`src/rtl/if_id_stage_reg.sv`:
```
// ============================================================================
// Module   : if_id_stage_reg
// Purpose  : IF/ID pipeline register with a one-entry skid buffer. Honours
//            decode stall and fetch flush requests. Presents NOP bubbles to
//            decode when the slot is empty.
// Options  : IFID_PERF_CNT_EN enables the stall/flush performance counters.
//            When it is undefined, both counter ports read zero.
// Revision : 1.0 - initial release
// ============================================================================
`default_nettype none

module if_id_stage_reg #(
  parameter int                DATA_W  = 16,
  parameter logic [DATA_W-1:0] NOP_INS = 'h0800
) (
  input  logic              clk,
  input  logic              rst,
  input  logic              fetch_valid,
  input  logic [DATA_W-1:0] fetch_ins,
  input  logic [DATA_W-1:0] fetch_pc_inc,
  output logic              fetch_ready,
  input  logic              stall_decode,
  input  logic              flush_fetch,
  output logic [DATA_W-1:0] id_ins,
  output logic [DATA_W-1:0] id_pc_inc,
  output logic              id_valid,
  output logic [15:0]       stall_cycles,
  output logic [15:0]       flush_count
);

  typedef enum logic [1:0] {
    ST_EMPTY = 2'd0,
    ST_FULL  = 2'd1,
    ST_SKID  = 2'd2
  } state_t;

  state_t            state_q, state_d;
  logic [DATA_W-1:0] ins_q, ins_d;
  logic [DATA_W-1:0] pc_q, pc_d;
  logic [DATA_W-1:0] skid_ins_q, skid_ins_d;
  logic [DATA_W-1:0] skid_pc_q, skid_pc_d;
  logic              accept;

  // Ready is a function of state only, so fetch can never see a loop through fetch_valid.
  assign fetch_ready = (state_q != ST_SKID) & ~rst;
  assign accept      = fetch_valid & fetch_ready;
  assign id_valid    = (state_q != ST_EMPTY);
  assign id_ins      = ins_q;
  assign id_pc_inc   = pc_q;

  // Next state and data. Flush beats stall. The PC field keeps its old value on a bubble.
  always_comb begin
    state_d    = state_q;
    ins_d      = ins_q;
    pc_d       = pc_q;
    skid_ins_d = skid_ins_q;
    skid_pc_d  = skid_pc_q;
    if (flush_fetch) begin
      state_d    = ST_EMPTY;
      ins_d      = NOP_INS;
      skid_ins_d = '0;
      skid_pc_d  = '0;
    end else begin
      case (state_q)
        ST_EMPTY: begin
          // A stall against a bubble is meaningless, so it is ignored here.
          if (accept) begin
            ins_d   = fetch_ins;
            pc_d    = fetch_pc_inc;
            state_d = ST_FULL;
          end
        end
        ST_FULL: begin
          if (!stall_decode) begin
            if (accept) begin
              ins_d = fetch_ins;
              pc_d  = fetch_pc_inc;
            end else begin
              ins_d   = NOP_INS;
              state_d = ST_EMPTY;
            end
          end else if (accept) begin
            // This is the beat already in flight when the stall arrived. Park it behind the held instruction.
            skid_ins_d = fetch_ins;
            skid_pc_d  = fetch_pc_inc;
            state_d    = ST_SKID;
          end
        end
        ST_SKID: begin
          if (!stall_decode) begin
            ins_d      = skid_ins_q;
            pc_d       = skid_pc_q;
            skid_ins_d = '0;
            skid_pc_d  = '0;
            state_d    = ST_FULL;
          end
        end
        default: begin
          state_d = ST_EMPTY;
          ins_d   = NOP_INS;
        end
      endcase
    end
  end

  // State and data registers with synchronous reset.
  always_ff @(posedge clk) begin
    if (rst) begin
      state_q    <= ST_EMPTY;
      ins_q      <= NOP_INS;
      pc_q       <= '0;
      skid_ins_q <= '0;
      skid_pc_q  <= '0;
    end else begin
      state_q    <= state_d;
      ins_q      <= ins_d;
      pc_q       <= pc_d;
      skid_ins_q <= skid_ins_d;
      skid_pc_q  <= skid_pc_d;
    end
  end

`ifdef IFID_PERF_CNT_EN
  logic [15:0] stall_cnt_q, stall_cnt_d;
  logic [15:0] flush_cnt_q, flush_cnt_d;

  // Saturating counters. One counts stalled cycles that hold a real instruction; the other counts flush cycles.
  always_comb begin
    stall_cnt_d = stall_cnt_q;
    flush_cnt_d = flush_cnt_q;
    if (stall_decode && id_valid && !flush_fetch && (stall_cnt_q != 16'hFFFF))
      stall_cnt_d = stall_cnt_q + 16'd1;
    if (flush_fetch && (flush_cnt_q != 16'hFFFF))
      flush_cnt_d = flush_cnt_q + 16'd1;
  end

  // Counter registers; only reset clears them.
  always_ff @(posedge clk) begin
    if (rst) begin
      stall_cnt_q <= '0;
      flush_cnt_q <= '0;
    end else begin
      stall_cnt_q <= stall_cnt_d;
      flush_cnt_q <= flush_cnt_d;
    end
  end

  assign stall_cycles = stall_cnt_q;
  assign flush_count  = flush_cnt_q;
`else
  assign stall_cycles = 16'h0000;
  assign flush_count  = 16'h0000;
`endif

endmodule

`default_nettype wire

```
`config.mk`:
```
export PLATFORM = sky130hd
export DESIGN_NAME = if_id_stage_reg
export DESIGN_NICKNAME = d
export VERILOG_FILES = /design/src/rtl/if_id_stage_reg.sv
export SDC_FILE = /design/constraint.sdc
export NUM_CORES = 1
export LEC_CHECK = 0
export CAP_MARGIN = 10
export CORE_UTILIZATION = 46
export DETAILED_ROUTE_END_ITERATION = 10
export PLACE_DENSITY = 0.85
export SLEW_MARGIN = 20
export SYNTH_ARGS = -nofsm -noshare
export SYNTH_HDL_FRONTEND = slang
export SYNTH_SLANG_ARGS = --single-unit
```
`constraint.sdc`:
```
create_clock -name clk -period 2.2 [get_ports clk]
set_input_delay 0.66 -clock clk [delete_from_list [all_inputs] [get_ports clk]]
set_output_delay 0.66 -clock clk [all_outputs]
set_load 0.01 [all_outputs]
```
==> flow_summary.yaml, run 1 <==
clocking:
  clk_latency_ps: 340
  cts_max_level: 3
  cts_tree: "yes"
  clockBufferDepth: 2
  holdBufCountCts: 0
  cts.clk_slew.worst_paths_ps: 60
  cts_root_buf: "clkbuf_8"
  numCtsBuffers: 9
  cts.sinks: 66
final_layout:
  num_antenna_cells: 0
  seqCellArea_um2: 1321
  fin_area_um2: 4094
  stdcell_count: 524
  layout_common_cells: "68 x clkdlybuf4s50_1, 66 x dfxtp_1, 47 x a21oi_1, 43 x nor2_1"
  nFillCells: 586
  area_growth_pct: 27.96
  drive_above_1_share: 0.1081
  final_nets: 477
  multi_input_comb_area_um2: 1582
  final_common_cell: "clkdlybuf4s50_1"
  final_core_util: 0.6059
floorplan:
  pin_count: 103
  initial_utilization: 0.4735
  die_area_um2: 7292
  die_width_um: 85.40
  die_height_um: 85.40
  core_area_um2: 6756
  rows: 30
flow_run:
  drv_cap: 0
timing:
  fin_crit_sh: 0.9559
  hold_viol_final: 0
  layout_setup_ws_ps: 96.97
  setup_violations: 0
  whs_ps: 451.9
  tns_ps: 0
  drv_slew: 0
  period_needed_ps: 2103
  skew_ps: 5.882
  rsz0062_at_grt: "no"
  fmax_mhz: 475.5
synth:
  netlist_instances: 374
  yosys_warnings: 0
  syn_area_um2: 3199
  synth_cell_types: 32
  synth_top_cell_by_area: "dfxtp_1"
  netlist.area_leader.share: 0.4130
  yosysSeqAreaShare: 0.4130
  ys_ff_latch: 66
  synthTopCellsByArea: "dfxtp_1 41%, buf_4 8.4%, a22oi_1 7.5%"
  avgSynthCellArea_um2: 8.554
routing:
  vias: 2810
  wire_per_inst_um: 14.19
  wl_met3_um: 376
  wl_met2_um: 3675
  dr.first_iter.drc_count: 164
  drt-met1-wl_um: 3216
  drc: 0
  antenna_left: 0
  viasPerCell: 5.363
  drtPass1Iterations: 4
  wirelength_um: 7434
  routed.top_layer: "met4"
placement:
  io_buffers: 70
  hpwlAfterDp_um: 4991
  dp_cells: 509
  dp_slack_ps: -304.5
  routabilityCongestion: 0.7559
  placed_area_um2: 3906
grt:
  grt_max_degree: 35
  antenna_found_initial: 0
  grt_pass1_vias: 2580
  grt_usage: 0.2159
  grt_pass1_wl_um: 12240
  overflow: 0
critical_path:
  cp.arrival_ps: 1440
  rr_startpoint: "state_q[1]$_SDFFE_PP0P_"
  worstSetupEndpointType: "output pin"
  cp.required_ps: 1540
  crit_chain: "clkdlybuf4s50_1, nor2_2, clkbuf_2"
  start_kind: "input pin"
  worstSetupStartpoint: "rst"
  critPathMaxFanout: 2
  critPathKind: "in -> out"
  slowest_delay_ps: 480
  cpMaxStageDelayCell: "clkdlybuf4s50_1"
power_and_ir_drop:
  total_power_mw: 2.590
  power_density_nw_per_um2: 632.6
  p_leak_nw: 1.591
  ir_drop_uv: 285.0
worst_hold_path:
  holdCritPathClass: "reg -> reg"
  hp-start: "id_ins[12]$_SDFFE_PP0P_"
outcome:
  status: "completed"
==> routing by layer <==
metal | track usage | vias up
met5 | 0 | -
met3 | 0.04572 | 17
met4 | 0.1015 | 0
met2 | 0.3526 | 113
met1 | 0.2731 | 1304
li1 | - | 1376
==> power by group <==
group	switching, mW	internal, mW	leakage [nW]
clock network	0.439	0.545	0.0962
logic	0.190	0.179	0.961
registers	0.0152	1.22	0.535
==> synth_stat cells <==
cell type / number
buf_6: 3
a21o_2: 1
inv_1: 2
buf_1: 2
nor3_2: 1
buf_2: 11
nor4b_2: 1
dfxtp_1: 66
a22oi_1: 32
a31oi_1: 1
buf_4: 36
a211oi_1: 2
mux2i_1: 16
conb_1: 1
clkbuf_1: 13
mux2_2: 1
or3_4: 1
or2_2: 2
a21oi_1: 47
a311oi_1: 16
o21ai_0: 15
nor3b_2: 3
nor2b_1: 1
nor2_1: 44
and2_1: 6
a211o_1: 1
o21ai_1: 1
nand2b_1: 18
a211oi_4: 1
clkbuf_4: 1
o22a_1: 1
nand2_1: 27
==> path summary, 6_finish.rpt <==
path         depth (start not counted)  slack (ps)                         end
max reg2reg                          6         270  id_pc_inc[10]$_SDFFE_PP0P_
min reg2reg                          2         450     id_ins[12]$_SDFFE_PP0P_
max                                  3         100                 fetch_ready
min                                  2         450     id_ins[12]$_SDFFE_PP0P_
==> state kept, by name (all words and copies together), names as in the netlist <==
register    flops
id_ins         16
id_pc_inc      16
skid_ins_q     16
skid_pc_q      16
state_q         2
==> logic make-up after synthesis <==
group                  share of synthesized area
multiplexers                             0.05358
flip-flops                                0.4130
AO/OA/AOI/OAI                             0.2386
AND/OR/NAND/NOR                           0.1592
buffers and inverters                     0.1345
other                                   0.001172
==> critical path, delay by kind of cell <==
kind / cells / cell delay (ps)
simple gates: 1 / 160
buf+inv: 2 / 620
==> repair_timing <==
item,CTS,global route
setup endpoints to repair,2,4
setup buffers,0,0
gates resized for setup,4,3
==> cell type report <==
class	instances	area share
timing repair buffer	90	0.2194
clock inverter	3	0.009780
inverter	2	0.001834
tap	80	0.02445
multi-input combinational	271	0.3863
sequential	66	0.3227
clock buffer	12	0.03545
No activity file was read; power rests on OpenSTA's default activity.
==> run 2: changes to the inputs <==
--- a/config.mk
+++ b/config.mk
@@ -9,6 +9,7 @@
 export CORE_UTILIZATION = 46
 export DETAILED_ROUTE_END_ITERATION = 10
 export PLACE_DENSITY = 0.85
+export SKIP_CTS_REPAIR_TIMING = 1
 export SLEW_MARGIN = 20
 export SYNTH_ARGS = -nofsm -noshare
 export SYNTH_HDL_FRONTEND = slang
==> run 2 against run 1 <==
Net effect:
- total power hardly changed
- cell count unchanged
- global-route usage unchanged
- worst hold slack about the same
- flip-flop and latch count unchanged
- sequential power hardly changed
- sequential share of layout area is essentially flat
- count of clock-buffer cells in the layout unchanged
- critical path depth grew 5
==> flow_summary.yaml, run 2 (synthesis gave the netlist of run 1 again) <==
placement:
  dp_slack_ps: -304.5
  hpwlAfterDp_um: 4991
  dp_cells: 509
  routabilityCongestion: 0.7559
  io_buffers: 70
  placed_area_um2: 3906
timing:
  fmax_mhz: 473.7
  fin_crit_sh: 0.9596
  whs_ps: 452.0
  hold_viol_final: 0
  setup_violations: 0
  rsz0062_at_grt: "no"
  period_needed_ps: 2111
  layout_setup_ws_ps: 88.77
  tns_ps: 0
  drv_slew: 0
  skew_ps: 4.552
floorplan:
  rows: 30
  pin_count: 103
  core_area_um2: 6756
  die_height_um: 85.40
  initial_utilization: 0.4735
  die_width_um: 85.40
  die_area_um2: 7292
critical_path:
  worstSetupEndpointType: "register"
  cp.arrival_ps: 2380
  cp.required_ps: 2470
  critPathKind: "in -> reg"
  start_kind: "input pin"
  rr_startpoint: "state_q[1]$_SDFFE_PP0P_"
  cpMaxStageDelayCell: "clkdlybuf4s50_1"
  crit_path_frequent_cell: "buf_4"
  crit_chain: "clkdlybuf4s50_1, buf_4, nor4b_2, buf_4, a211oi_4, buf_4, nand2_1, a21oi_1"
  ff2ff_setup_slack_ps: 370
  slowest_delay_ps: 520
  reg2reg_depth: 6
  critPathMaxFanout: 20
  r2r-end: "id_pc_inc[10]$_SDFFE_PP0P_"
grt:
  antenna_found_initial: 0
  grt_pass1_wl_um: 12240
  grt_pass1_vias: 2580
  grt_usage: 0.2159
  overflow: 0
  grt_max_degree: 35
routing:
  dr.first_iter.drc_count: 196
  antenna_left: 0
  drc: 0
  vias: 2835
  drtPass1Iterations: 5
  viasPerCell: 5.410
  wire_per_inst_um: 14.14
  wirelength_um: 7407
clocking:
  cts_root_buf: "clkbuf_8"
  cts.sinks: 66
  cts_tree: "yes"
  cts_max_level: 3
  numCtsBuffers: 9
  cts.clk_slew.worst_paths_ps: 70
  clk_latency_ps: 340
  clockBufferDepth: 2
power_and_ir_drop:
  power_density_nw_per_um2: 631.3
  p_leak_nw: 1.611
  total_power_mw: 2.588
  ir_drop_uv: 284.9
worst_hold_path:
  hp-start: "id_ins[12]$_SDFFE_PP0P_"
  holdPathStages: 2
  holdCritPathClass: "reg -> reg"
  hold_end: "id_ins[12]$_SDFFE_PP0P_"
final_layout:
  layout_common_cells: "68 x clkdlybuf4s50_1, 65 x dfxtp_1, 47 x a21oi_1, 44 x nor2_1"
  final_common_cell: "clkdlybuf4s50_1"
  nFillCells: 587
  drive_above_1_share: 0.1059
  num_antenna_cells: 0
  final_core_util: 0.6069
  stdcell_count: 524
  final_nets: 477
  fin_area_um2: 4100
  area_growth_pct: 28.16
outcome:
  status: "completed"
flow_run:
  drv_cap: 0
==> run 2: cell types whose count changed in the layout (fill, tap and decap cells not counted) <==
cell            change
buf_4               +1
dfxtp_1             -1
dlygate4sd2_1       -1
buf_6               -1
clkbuf_2            -1
dlymetal6s2s_1      +2
nor2_2              -1
dfxtp_2             +1
nor2_1              +1
==> run 2: metal layers <==
metal | share of wire | GRT usage | wire length, um
met3 | 0.053 | 0.04572 | 395
met4 | 0.023 | 0.1015 | 174
met1 | 0.44 | 0.2731 | 3259
met2 | 0.48 | 0.3526 | 3579
met5 | 0 | 0 | 0
==> run 2: worst max path at each step <==
stage          from                       to  slack [ps]  cells past startpoint
2_1_floorplan   rst              fetch_ready         310                      3
3_5_place_dp    rst              fetch_ready        -300                      3
5_1_grt         rst  id_ins[15]$_SDFFE_PP0P_           5                      8
3_3_place_gp    rst              fetch_ready        -320                      3
6_report        rst  id_ins[15]$_SDFFE_PP0P_          90                      8
4_1_cts         rst              fetch_ready        -320                      3
==> run 2: cell type report <==
type	instances	area [um2]	share of cell area
sequential	66	1323	0.3226
clock buffer	12	145.1	0.03540
tap	80	100.1	0.02441
clock inverter	3	40.04	0.009765
inverter	2	7.507	0.001831
multi-input combinational	271	1579	0.3851
timing repair buffer	90	905.9	0.2209
==> run 2: worst max-delay path: cells and delay by family <==
kind / cells / cell delay [ps]
buffers and inverters: 4 / 1180
and+or+nand+nor: 2 / 150
AOI/OAI and AO/OA: 2 / 400
==> run 2: where the power goes <==
part	switching, mW	internal (mW)	total (mW)
registers	0.0151	1.22	1.24
clock network	0.438	0.545	0.983
logic	0.189	0.179	0.369
